**config.mk**
```make
export PLATFORM = sky130hd
export DESIGN_NAME = free_list_2a_2f
export DESIGN_NICKNAME = d
export VERILOG_FILES = /design/src/rtl/free_list_2a_2f_pkg.sv /design/src/rtl/free_list_2a_2f_ptr_ring_2p.sv /design/src/rtl/free_list_2a_2f.sv
export SDC_FILE = /design/constraint.sdc
export NUM_CORES = 1
export LEC_CHECK = 0
export ABC_AREA = 1
export BUFFER_PORTS_ARGS = -buffer_cell sky130_fd_sc_hd__buf_2
export CAP_MARGIN = 20
export CORE_UTILIZATION = 30
export CTS_CLUSTER_DIAMETER = 200
export DETAILED_ROUTE_END_ITERATION = 12
export GPL_TIMING_DRIVEN = 0
export HOLD_SLACK_MARGIN = 0.12
export REMOVE_ABC_BUFFERS = 1
export SYNTH_ARGS = -nofsm -noshare
export SYNTH_HDL_FRONTEND = slang
export SYNTH_SLANG_ARGS = --single-unit
```
**constraint.sdc**
```tcl
create_clock -name clk -period 7.7 [get_ports clk]
set_clock_uncertainty 0.05 [all_clocks]
set_input_delay 0.77 -clock clk [delete_from_list [all_inputs] [get_ports clk]]
set_output_delay 0.77 -clock clk [all_outputs]
set_load 0.005 [all_outputs]
```
**src/rtl/free_list_2a_2f_pkg.sv**
```systemverilog
// Shared rename-stage constants: physical/architectural register counts,
// tag width and free-list pointer geometry.
package free_list_2a_2f_pkg;

  localparam int FL_NUM_PREGS = 64;
  localparam int FL_NUM_AREGS = 32;
  localparam int FL_TAG_W     = $clog2(FL_NUM_PREGS);
  localparam int FL_DEPTH     = FL_NUM_PREGS - FL_NUM_AREGS;
  localparam int FL_IDX_W     = $clog2(FL_DEPTH);
  localparam int FL_PTR_W     = FL_IDX_W + 1;

  // Number of set bits in a pair of per-slot strobes (0, 1 or 2).
  function automatic logic [1:0] cnt2(input logic a, input logic b);
    return {1'b0, a} + {1'b0, b};
  endfunction

endpackage

```
**src/rtl/free_list_2a_2f_ptr_ring_2p.sv**
```systemverilog
// Wrap-bit ring pointer advancing by 0/1/2 per cycle, with an optional load
// and a distance output (ref_i - ptr) used for occupancy arithmetic.
module ptr_ring_2p #(
  parameter int               PTR_W   = 6,
  parameter logic [PTR_W-1:0] RST_VAL = '0
) (
  input  logic             clk,
  input  logic             rst,
  input  logic [1:0]       inc_i,
  input  logic             load_i,
  input  logic [PTR_W-1:0] load_val_i,
  input  logic [PTR_W-1:0] ref_i,
  output logic [PTR_W-1:0] ptr_o,
  output logic [PTR_W-1:0] ptr_nxt_o,
  output logic [PTR_W-1:0] dist_o
);

  logic [PTR_W-1:0] ptr_q, ptr_d;

  always_comb begin
    ptr_d = ptr_q + PTR_W'(inc_i);
    if (load_i) ptr_d = load_val_i;
  end

  always_ff @(posedge clk or negedge rst) begin
    if (!rst) ptr_q <= RST_VAL;
    else      ptr_q <= ptr_d;
  end

  assign ptr_o     = ptr_q;
  assign ptr_nxt_o = ptr_d;
  assign dist_o    = ref_i - ptr_q;

endmodule

```
**src/rtl/free_list_2a_2f.sv**
```systemverilog
// Physical-tag free list for 2-wide rename: 2 allocs + 2 frees per cycle,
// committed head snapshot restores all speculative allocations on flush.
module free_list_2a_2f
  import free_list_2a_2f_pkg::*;
#(
  parameter int NUM_PREGS = FL_NUM_PREGS,
  parameter int NUM_AREGS = FL_NUM_AREGS,
  parameter int TAG_WIDTH = FL_TAG_W,
  localparam int DEPTH    = NUM_PREGS - NUM_AREGS,
  localparam int IDX_W    = $clog2(DEPTH),
  localparam int PTR_W    = IDX_W + 1
) (
  input  logic                 clk,
  input  logic                 rst,
  input  logic                 alloc1_req_i,
  input  logic                 alloc2_req_i,
  output logic                 alloc_ok_o,
  output logic [TAG_WIDTH-1:0] alloc1_tag_o,
  output logic [TAG_WIDTH-1:0] alloc2_tag_o,
  input  logic                 free1_en_i,
  input  logic [TAG_WIDTH-1:0] free1_tag_i,
  input  logic                 free2_en_i,
  input  logic [TAG_WIDTH-1:0] free2_tag_i,
  input  logic                 commit1_i,
  input  logic                 commit2_i,
  input  logic                 flush_i,
  output logic [PTR_W-1:0]     count_o,
  output logic                 empty_o,
  output logic                 overflow_err_o
);

  logic [TAG_WIDTH-1:0] mem_q [DEPTH];
  logic                 ovf_q, ovf_d;

  logic [PTR_W-1:0] head_ptr, head_nxt, chead_ptr, chead_nxt, tail_ptr;
  logic [PTR_W-1:0] count, spec_cnt, cnt_after, space;
  logic [PTR_W-1:0] tail_nxt_unused, tail_dist_unused;
  logic [1:0]       nreq, pop_n, acc_n, commit_n;
  logic             alloc_ok, acc1, acc2;
  logic [IDX_W-1:0] hidx, hidx1, widx1, widx2;

  ptr_ring_2p #(.PTR_W(PTR_W), .RST_VAL('0)) u_head (
    .clk(clk), .rst(rst), .inc_i(pop_n), .load_i(flush_i),
    .load_val_i(chead_nxt), .ref_i(tail_ptr),
    .ptr_o(head_ptr), .ptr_nxt_o(head_nxt), .dist_o(count)
  );

  ptr_ring_2p #(.PTR_W(PTR_W), .RST_VAL('0)) u_chead (
    .clk(clk), .rst(rst), .inc_i(commit_n), .load_i(1'b0),
    .load_val_i('0), .ref_i(head_ptr),
    .ptr_o(chead_ptr), .ptr_nxt_o(chead_nxt), .dist_o(spec_cnt)
  );

  ptr_ring_2p #(.PTR_W(PTR_W), .RST_VAL(PTR_W'(DEPTH))) u_tail (
    .clk(clk), .rst(rst), .inc_i(acc_n), .load_i(1'b0),
    .load_val_i('0), .ref_i('0),
    .ptr_o(tail_ptr), .ptr_nxt_o(tail_nxt_unused), .dist_o(tail_dist_unused)
  );

  assign nreq     = cnt2(alloc1_req_i, alloc2_req_i);
  assign commit_n = cnt2(commit1_i, commit2_i);
  assign alloc_ok = rst && !flush_i && (count >= PTR_W'(nreq));
  assign pop_n    = alloc_ok ? nreq : 2'd0;

  assign hidx  = head_ptr[IDX_W-1:0];
  assign hidx1 = hidx + IDX_W'(1);

  // Room for frees is judged against where head lands after this edge,
  // so pops (or a flush rewind) in the same cycle are accounted for.
  assign cnt_after = tail_ptr - head_nxt;
  assign space     = PTR_W'(DEPTH) - cnt_after;
  assign acc1      = free1_en_i && (space != '0);
  assign acc2      = free2_en_i && (space > PTR_W'(acc1));
  assign acc_n     = cnt2(acc1, acc2);
  assign ovf_d     = ovf_q | (free1_en_i & ~acc1) | (free2_en_i & ~acc2);

  assign widx1 = tail_ptr[IDX_W-1:0];
  assign widx2 = acc1 ? widx1 + IDX_W'(1) : widx1;

  always_ff @(posedge clk or negedge rst) begin
    if (!rst) begin
      for (int i = 0; i < DEPTH; i++) mem_q[i] <= TAG_WIDTH'(NUM_AREGS + i);
      ovf_q <= 1'b0;
    end else begin
      if (acc1) mem_q[widx1] <= free1_tag_i;
      if (acc2) mem_q[widx2] <= free2_tag_i;
      ovf_q <= ovf_d;
    end
  end

  assign alloc_ok_o     = alloc_ok;
  assign alloc1_tag_o   = mem_q[hidx];
  assign alloc2_tag_o   = alloc1_req_i ? mem_q[hidx1] : mem_q[hidx];
  assign count_o        = count;
  assign empty_o        = (count == '0);
  assign overflow_err_o = ovf_q;

  // The committed head can only retire tags that were actually handed out.
  a_commit_le_spec: assert property (@(posedge clk) disable iff (!rst)
    PTR_W'(commit_n) <= spec_cnt);

endmodule

```
==> run_results.csv, run 1 <==
group,metric,value,unit
outcome,status,"finished, final reports clean",
sta,setup_violations,0,
critical_path,critical_path_class,"flop to flop",
synth,synth.cell_area,16100,um^2
min_path,hold_class,"flop to flop",
synth,ys_warn_count,0,
route,vias_per_cell,5.66,
floorplanning,initial_core_util,30.5,%
clock_network,cts_sinks,211,
synth,yosysTopAreaCellShare,18.5,%
pwr,power.leakage,0.00776,uW
floorplanning,io_pins,42,
critical_path,arrival,7.61,ns
pwr,switching_share,53.3,%
critical_path,critPathMaxFanout,87,
route,drt-initial-drc-count,2049,
sta,rsz0062_at_grt,"false",
job,drv_cap,0,
floorplanning,die_height,234,um
grt,grt_max_degree,113,
critical_path,cpMostUsedCell,"nor2_1",
synth,synth_cell_types,37,
pwr,p_comb_share,63.3,%
route,drtAntennaViolNets,0,
critical_path,cp-start-kind,"flop",
floorplanning,die_w,234,um
sta,max_slew_margin,20.8,%
synth,ys_seq_area_share,33.7,%
placement,dp_hpwl,35700,um
sta,max_freq,0.139,GHz
pwr,power_density,533,nW/um^2
cells_and_area,nets,2311,
pwr,pwr-share-clk,13.2,%
cells_and_area,area_growth,10.3,%
synth,synth_top_cell_by_area,"dfstp_2",
critical_path,slowest_stage,"inv_6",
floorplanning,core_region_area,52800,um^2
synth,syn_avg_cell_area,6.84,um^2
route,via_count,16800,
cells_and_area,final_cell_mix,"nand2_1 (742), o21ai_0 (347), nand4_1 (157)",
sta,finalSetupTns,0,ns
route,wl_per_cell,20.7,um
pwr,ir_worst_vdd,0.000561,V
synth,netlist_top_cells_area,"dfstp_2 (18%), nand2_1 (17%), dfrtp_1 (15%)",
synth,ys_async_sr_fraction,100,%
sta,drv_slew,0,
synth,synth-edff-count,0,
grt,antenna_found_initial,2,
synth,netlist_instances,2349,
grt,grt_pass1_wl,92000,um
route,routed_wl,61500,um
cells_and_area,drive_above_1_share,14.1,%
route,drc,0,
clock_network,clk_latency,0.56,ns
sta,min_period,7.22,ns
pwr,p_int,4410,uW
clock_network,path_clk_slew,0.06,ns
clock_network,cts_buffer_depth,3,
critical_path,critPathCaptureType,"flop",
grt,grt_pass1_vias,15300,
clock_network,cts_buffers,27,
pwr,p_sw,5030,uW
clock_network,cts_tree,"built",
clock_network,root_buffer,"clkbuf_16",
cells_and_area,nFillCells,5579,
sta,hold_violations,0,
synth,ys_ff_latch,211,
clock_network,htreeDepth,1,
placement,post_dp_cell_area,16500,um^2
placement,port-buffer-count,41,
placement,dpl_worst_slack,-1.52,ns
grt,overflow,0,
cells_and_area,final_common_cell,"nand2_1",
floorplanning,rows,84,
critical_path,crit_path_max_incr_delay,0.82,ns
floorplanning,die_area,54500,um^2
sta,final.setup.worst_slack,0.482,ns
placement,gp_congestion,0.902,
critical_path,critPathRequiredTime,8.09,ns
sta,tightestPinTransition,1.19,ns
route,dr.pass1.iters,6,
sta,finalCritPeriodShare,93.7,%
grt,track_usage,21.8,%
synth,synthFlopType,"dfstp_2",
pwr,p_seq_share,23.5,%
cells_and_area,final_area,17700,um^2
cells_and_area,insertedDiodeCount,0,
per-layer routing:
metal / vias up / global-route usage (%) / routed length, um
li1: 7740 / - / -
met1: 7991 / 30.3 / 25900
met2: 921 / 33.8 / 27300
met3: 147 / 3.11 / 5790
met4: 2 / 8.69 / 2550
met5: - / 0 / 10
Yosys cell counts, types with 23 or more instances:
master	n
ha_1	28
dfrtp_1	98
nand3_1	119
o211ai_1	82
o21ai_0	349
dfstp_2	113
nand2_1	745
inv_1	142
clkbuf_1	102
buf_2	57
buf_4	23
nor2_1	61
o21ai_1	37
nand4_1	157
a21oi_1	105
final cells by class:
class	instances	area (um^2)	area share (%)
Clock inverter	3	18.8	0.106
Inverter	152	598	3.37
Clock buffer	47	841	4.74
Sequential cell	211	5430	30.6
Multi-Input combinational cell	1782	9090	51.3
Tap cell	688	861	4.85
Timing Repair Buffer	83	886	5.00
worst paths after layout:
check                                      from        endpoint  slack [ns]  depth (start not counted)
worst min-delay path             overflow_err_o  overflow_err_o        0.43                          2
worst min register to register   overflow_err_o  overflow_err_o        0.43                          2
worst max-delay path            u_head.ptr_o[1]      mem_q[106]        0.48                         30
min in group asynchronous                   rst      mem_q[109]        0.63                          2
max in group asynchronous                   rst       mem_q[88]        5.72                          4
worst max register to register  u_head.ptr_o[1]      mem_q[106]        0.48                         30
kinds of logic after synthesis:
kind of cell	count (synthesis)	synth area share [%]
AOI/OAI and AO/OA	574	19.2
xor gates and xnor gates	23	1.25
adders and majority gates	33	2.80
buffers and inverters	359	10.2
DFF	211	33.7
and+or+nand+nor	1149	32.8
flip-flops by register name, summed over array words and instances, names as in the netlist:
name,count
mem_q,192
u_chead.ptr_o,6
u_head.ptr_o,6
u_tail.ptr_o,6
overflow_err_o,1
critical path, delay by kind of cell, from the launching register on:
| kind | cells | cell delay (ns) |
|---|---|---|
| adder cells (fa/ha/maj) | 6 | 1.92 |
| AND/OR/NAND/NOR | 16 | 2.58 |
| flip-flops | 1 | 0.44 |
| AO/OA/AOI/OAI | 2 | 0.32 |
| buffers and inverters | 4 | 1.26 |
| XOR/XNOR | 2 | 0.33 |
what timing repair did:
| item | CTS | global route |
|---|---|---|
| pin swaps | 4 | 2 |
| hold buffers | 1 | 0 |
| setup endpoints to repair | 198 | 196 |
| endpoints found under the hold margin | 12 | 0 |
| cloned | 3 | 2 |
| setup buffers | 16 | 8 |
| gates resized for setup | 10 | 7 |
power groups by stage:
stage	Sequential [uW]	Clock (uW)	Combinational, uW
CTS	2240	1270	5670
global route	2280	1300	6490
floorplan	2190	0	3530
global placement	2390	0	5080
detailed placement	2290	0	5450
finish	2220	1250	5980
metrics by stage:
step           instances  hold slack (ns)  util [%]  total power [uW]
4_1_cts             2956            0.426      33.3              9180
2_1_floorplan       2142            0.415         -              5720
6_report            2966            0.426      33.6              9440
3_5_place_dp        2886            0.412      31.2              7730
5_1_grt             2966            0.469      33.6             10100
3_3_place_gp        2871            0.406      30.5              7470
Power figures use the tool's default switching activity.
==> inputs of run 2 (changes only) <==
- CORE_UTILIZATION: 30 -> 45
==> run 2 against run 1 <==
Critical path depth rose by 7; core utilization rose by 16 points; die area fell by 33%; largest cell class unchanged; global-route usage rose by 11 points; clock power barely moved; sequential share of layout area rose by 0.71 points; fmax rose by 0.54%; non-clock buffer count fell by 9.
==> run_results.csv, run 2 (same netlist as run 1, synthesis figures left out) <==
group,metric,value,unit
sta,min_period,7.18,ns
route,dr.pass1.iters,6,
critical_path,r2r_start,"u_head.ptr_o[2]",
sta,finalCritPeriodShare,93.2,%
grt,busiest_layer,"met2",
grt,overflow,0,
cells_and_area,largest_register_ff_count,192,
floorplanning,core_region_area,34900,um^2
cells_and_area,drive_above_1_share,13.6,%
route,drt-initial-drc-count,1821,
critical_path,arrival,7.58,ns
route,drc,0,
critical_path,cp-start-kind,"flop",
route,drtAntennaViolNets,0,
placement,gp_congestion,0.913,
cells_and_area,insertedDiodeCount,0,
critical_path,slowest_stage,"dfrtp_4",
clock_network,cts_tree,"built",
grt,met1_usage,45.8,%
route,wl_per_cell,21.9,um
clock_network,cts_buffers,28,
floorplanning,rows,68,
clock_network,root_buffer,"clkbuf_16",
grt,gr-usage-met3,4.94,%
grt,grt_pass1_wl,91100,um
sta,setup_violations,0,
grt,grt_max_degree,112,
critical_path,r2r_cells,37,
critical_path,critPathRequiredTime,8.10,ns
critical_path,critPathCaptureType,"flop",
min_path,hold_class,"primary input to asynchronous set/reset pin",
sta,max_freq,0.139,GHz
clock_network,htreeDepth,1,
floorplanning,die_area,36500,um^2
placement,dp_hpwl,34300,um
cells_and_area,nets,2303,
clock_network,cts_sinks,211,
sta,rsz0062_at_grt,"false",
clock_network,path_clk_slew,0.06,ns
clock_network,cts_buffer_depth,3,
job,drv_cap,0,
grt,met2_usage,50.4,%
floorplanning,initial_core_util,46.1,%
critical_path,critical_path_class,"flop to flop",
route,routed_wl,59700,um
clock_network,ctsHoldBuffers,0,
critical_path,crit_buf_inv,5,
sta,max_slew_margin,23.4,%
sta,hold_violations,0,
clock_network,clk_latency,0.56,ns
cells_and_area,final_area,17300,um^2
critical_path,ff2ff_setup_slack,0.52,ns
route,via_count,16400,
critical_path,crit_path_max_incr_delay,0.53,ns
critical_path,timing.rr.end,"mem_q[44]",
sta,tightestPinTransition,1.15,ns
pwr,power.leakage,0.00769,uW
floorplanning,die_w,191,um
cells_and_area,regMostFlops,"mem_q",
placement,port-buffer-count,41,
pwr,power_density,539,nW/um^2
critical_path,critPathMaxFanout,28,
grt,track_usage,32.7,%
cells_and_area,fin_util,49.7,%
floorplanning,io_pins,42,
pwr,ir_worst_vdd,0.000424,V
floorplanning,die_height,191,um
pwr,p_total,9340,uW
cells_and_area,final_common_cell,"nand2_1",
sta,drv_slew,0,
grt,grt_pass1_vias,15100,
sta,hold_slack,0.205,ns
cells_and_area,nFillCells,3489,
cells_and_area,area_growth,7.77,%
outcome,status,"finished, final reports clean",
critical_path,cpMostUsedCell,"nor2_1",
cells_and_area,final_cell_mix,"nand2_1 (743), o21ai_0 (347), nand4_1 (157)",
grt,antenna_found_initial,0,
route,vias_per_cell,6.01,
critical_path,critPathTopFamily,"simple AND/OR/NAND/NOR gates",
placement,post_dp_cell_area,16100,um^2
==> run 2: cell count changes in the layout (fill, tap and decap cells not counted), moves of 2 or more <==
cell and delta:
clkbuf_8 -5, buf_4 -6, buf_16 -2, nand2_2 -2, clkbuf_1 +4
==> run 2: report_power, final <==
group | total [uW] | switching [uW] | internal [uW]
Sequential | 2230 | 441 | 1790
Clock | 1260 | 527 | 732
Combinational | 5850 | 3980 | 1870
==> run 2: metal layers <==
layer,routed length [um],vias up
met5,0,-
met4,2340,0
met3,5100,122
met2,26800,780
met1,25500,7733
li1,-,7752
==> run 2: worst reg2reg max path, delay by kind of cell (launching register included) <==
family | cells | cell delay (ns)
buffers and inverters | 5 | 0.73
XOR/XNOR | 2 | 0.30
AO/OA/AOI/OAI | 3 | 0.47
flip-flops | 1 | 0.53
adder cells (fa/ha/maj) | 7 | 2.26
AND/OR/NAND/NOR | 20 | 2.71
==> run 2: worst max-delay path by stage <==
| stage | startpoint | to | slack [ns] | cells past startpoint |
|---|---|---|---|---|
| after CTS | u_head.ptr_o[0] | mem_q[182] | 0.01 | 35 |
| final | u_head.ptr_o[2] | mem_q[44] | 0.52 | 37 |
| after detailed placement | u_head.ptr_o[1] | mem_q[106] | -1.65 | 37 |
| after floorplan | u_head.ptr_o[0] | mem_q[13] | -3.02 | 25 |
| after global placement | u_head.ptr_o[0] | mem_q[37] | -6.60 | 30 |
| after global routing | u_head.ptr_o[2] | mem_q[44] | 0.03 | 37 |
==> run 2: per-stage QoR <==
| stage | TNS (ns) | setup slack, ns | cells |
|---|---|---|---|
| 2_1_floorplan | -487.90 | -3.02 | 2142 |
| 3_3_place_gp | -1115.05 | -6.60 | 2638 |
| 3_5_place_dp | -280.00 | -1.65 | 2651 |
| 4_1_cts | 0 | 0.0132 | 2719 |
| 5_1_grt | 0 | 0.0327 | 2726 |
| 6_report | 0 | 0.521 | 2726 |
==> run 2: layout make-up <==
class                   instances  area (um^2)  share of cell area [%]
multi-input cells            1782         9100                    52.5
flip-flops and latches        211         5430                    31.4
clock buffers                  48          837                    4.83
repair buffers                 74          774                    4.47
inverters                     152          592                    3.42
well taps                     455          569                    3.29
clock inverters                 4         23.8                   0.137
==> run 2: repair_timing <==
item,CTS,global route
setup buffers,13,5
gates resized for setup,7,10
pin swaps,4,1
setup endpoints to repair,199,196
gates cloned,3,1
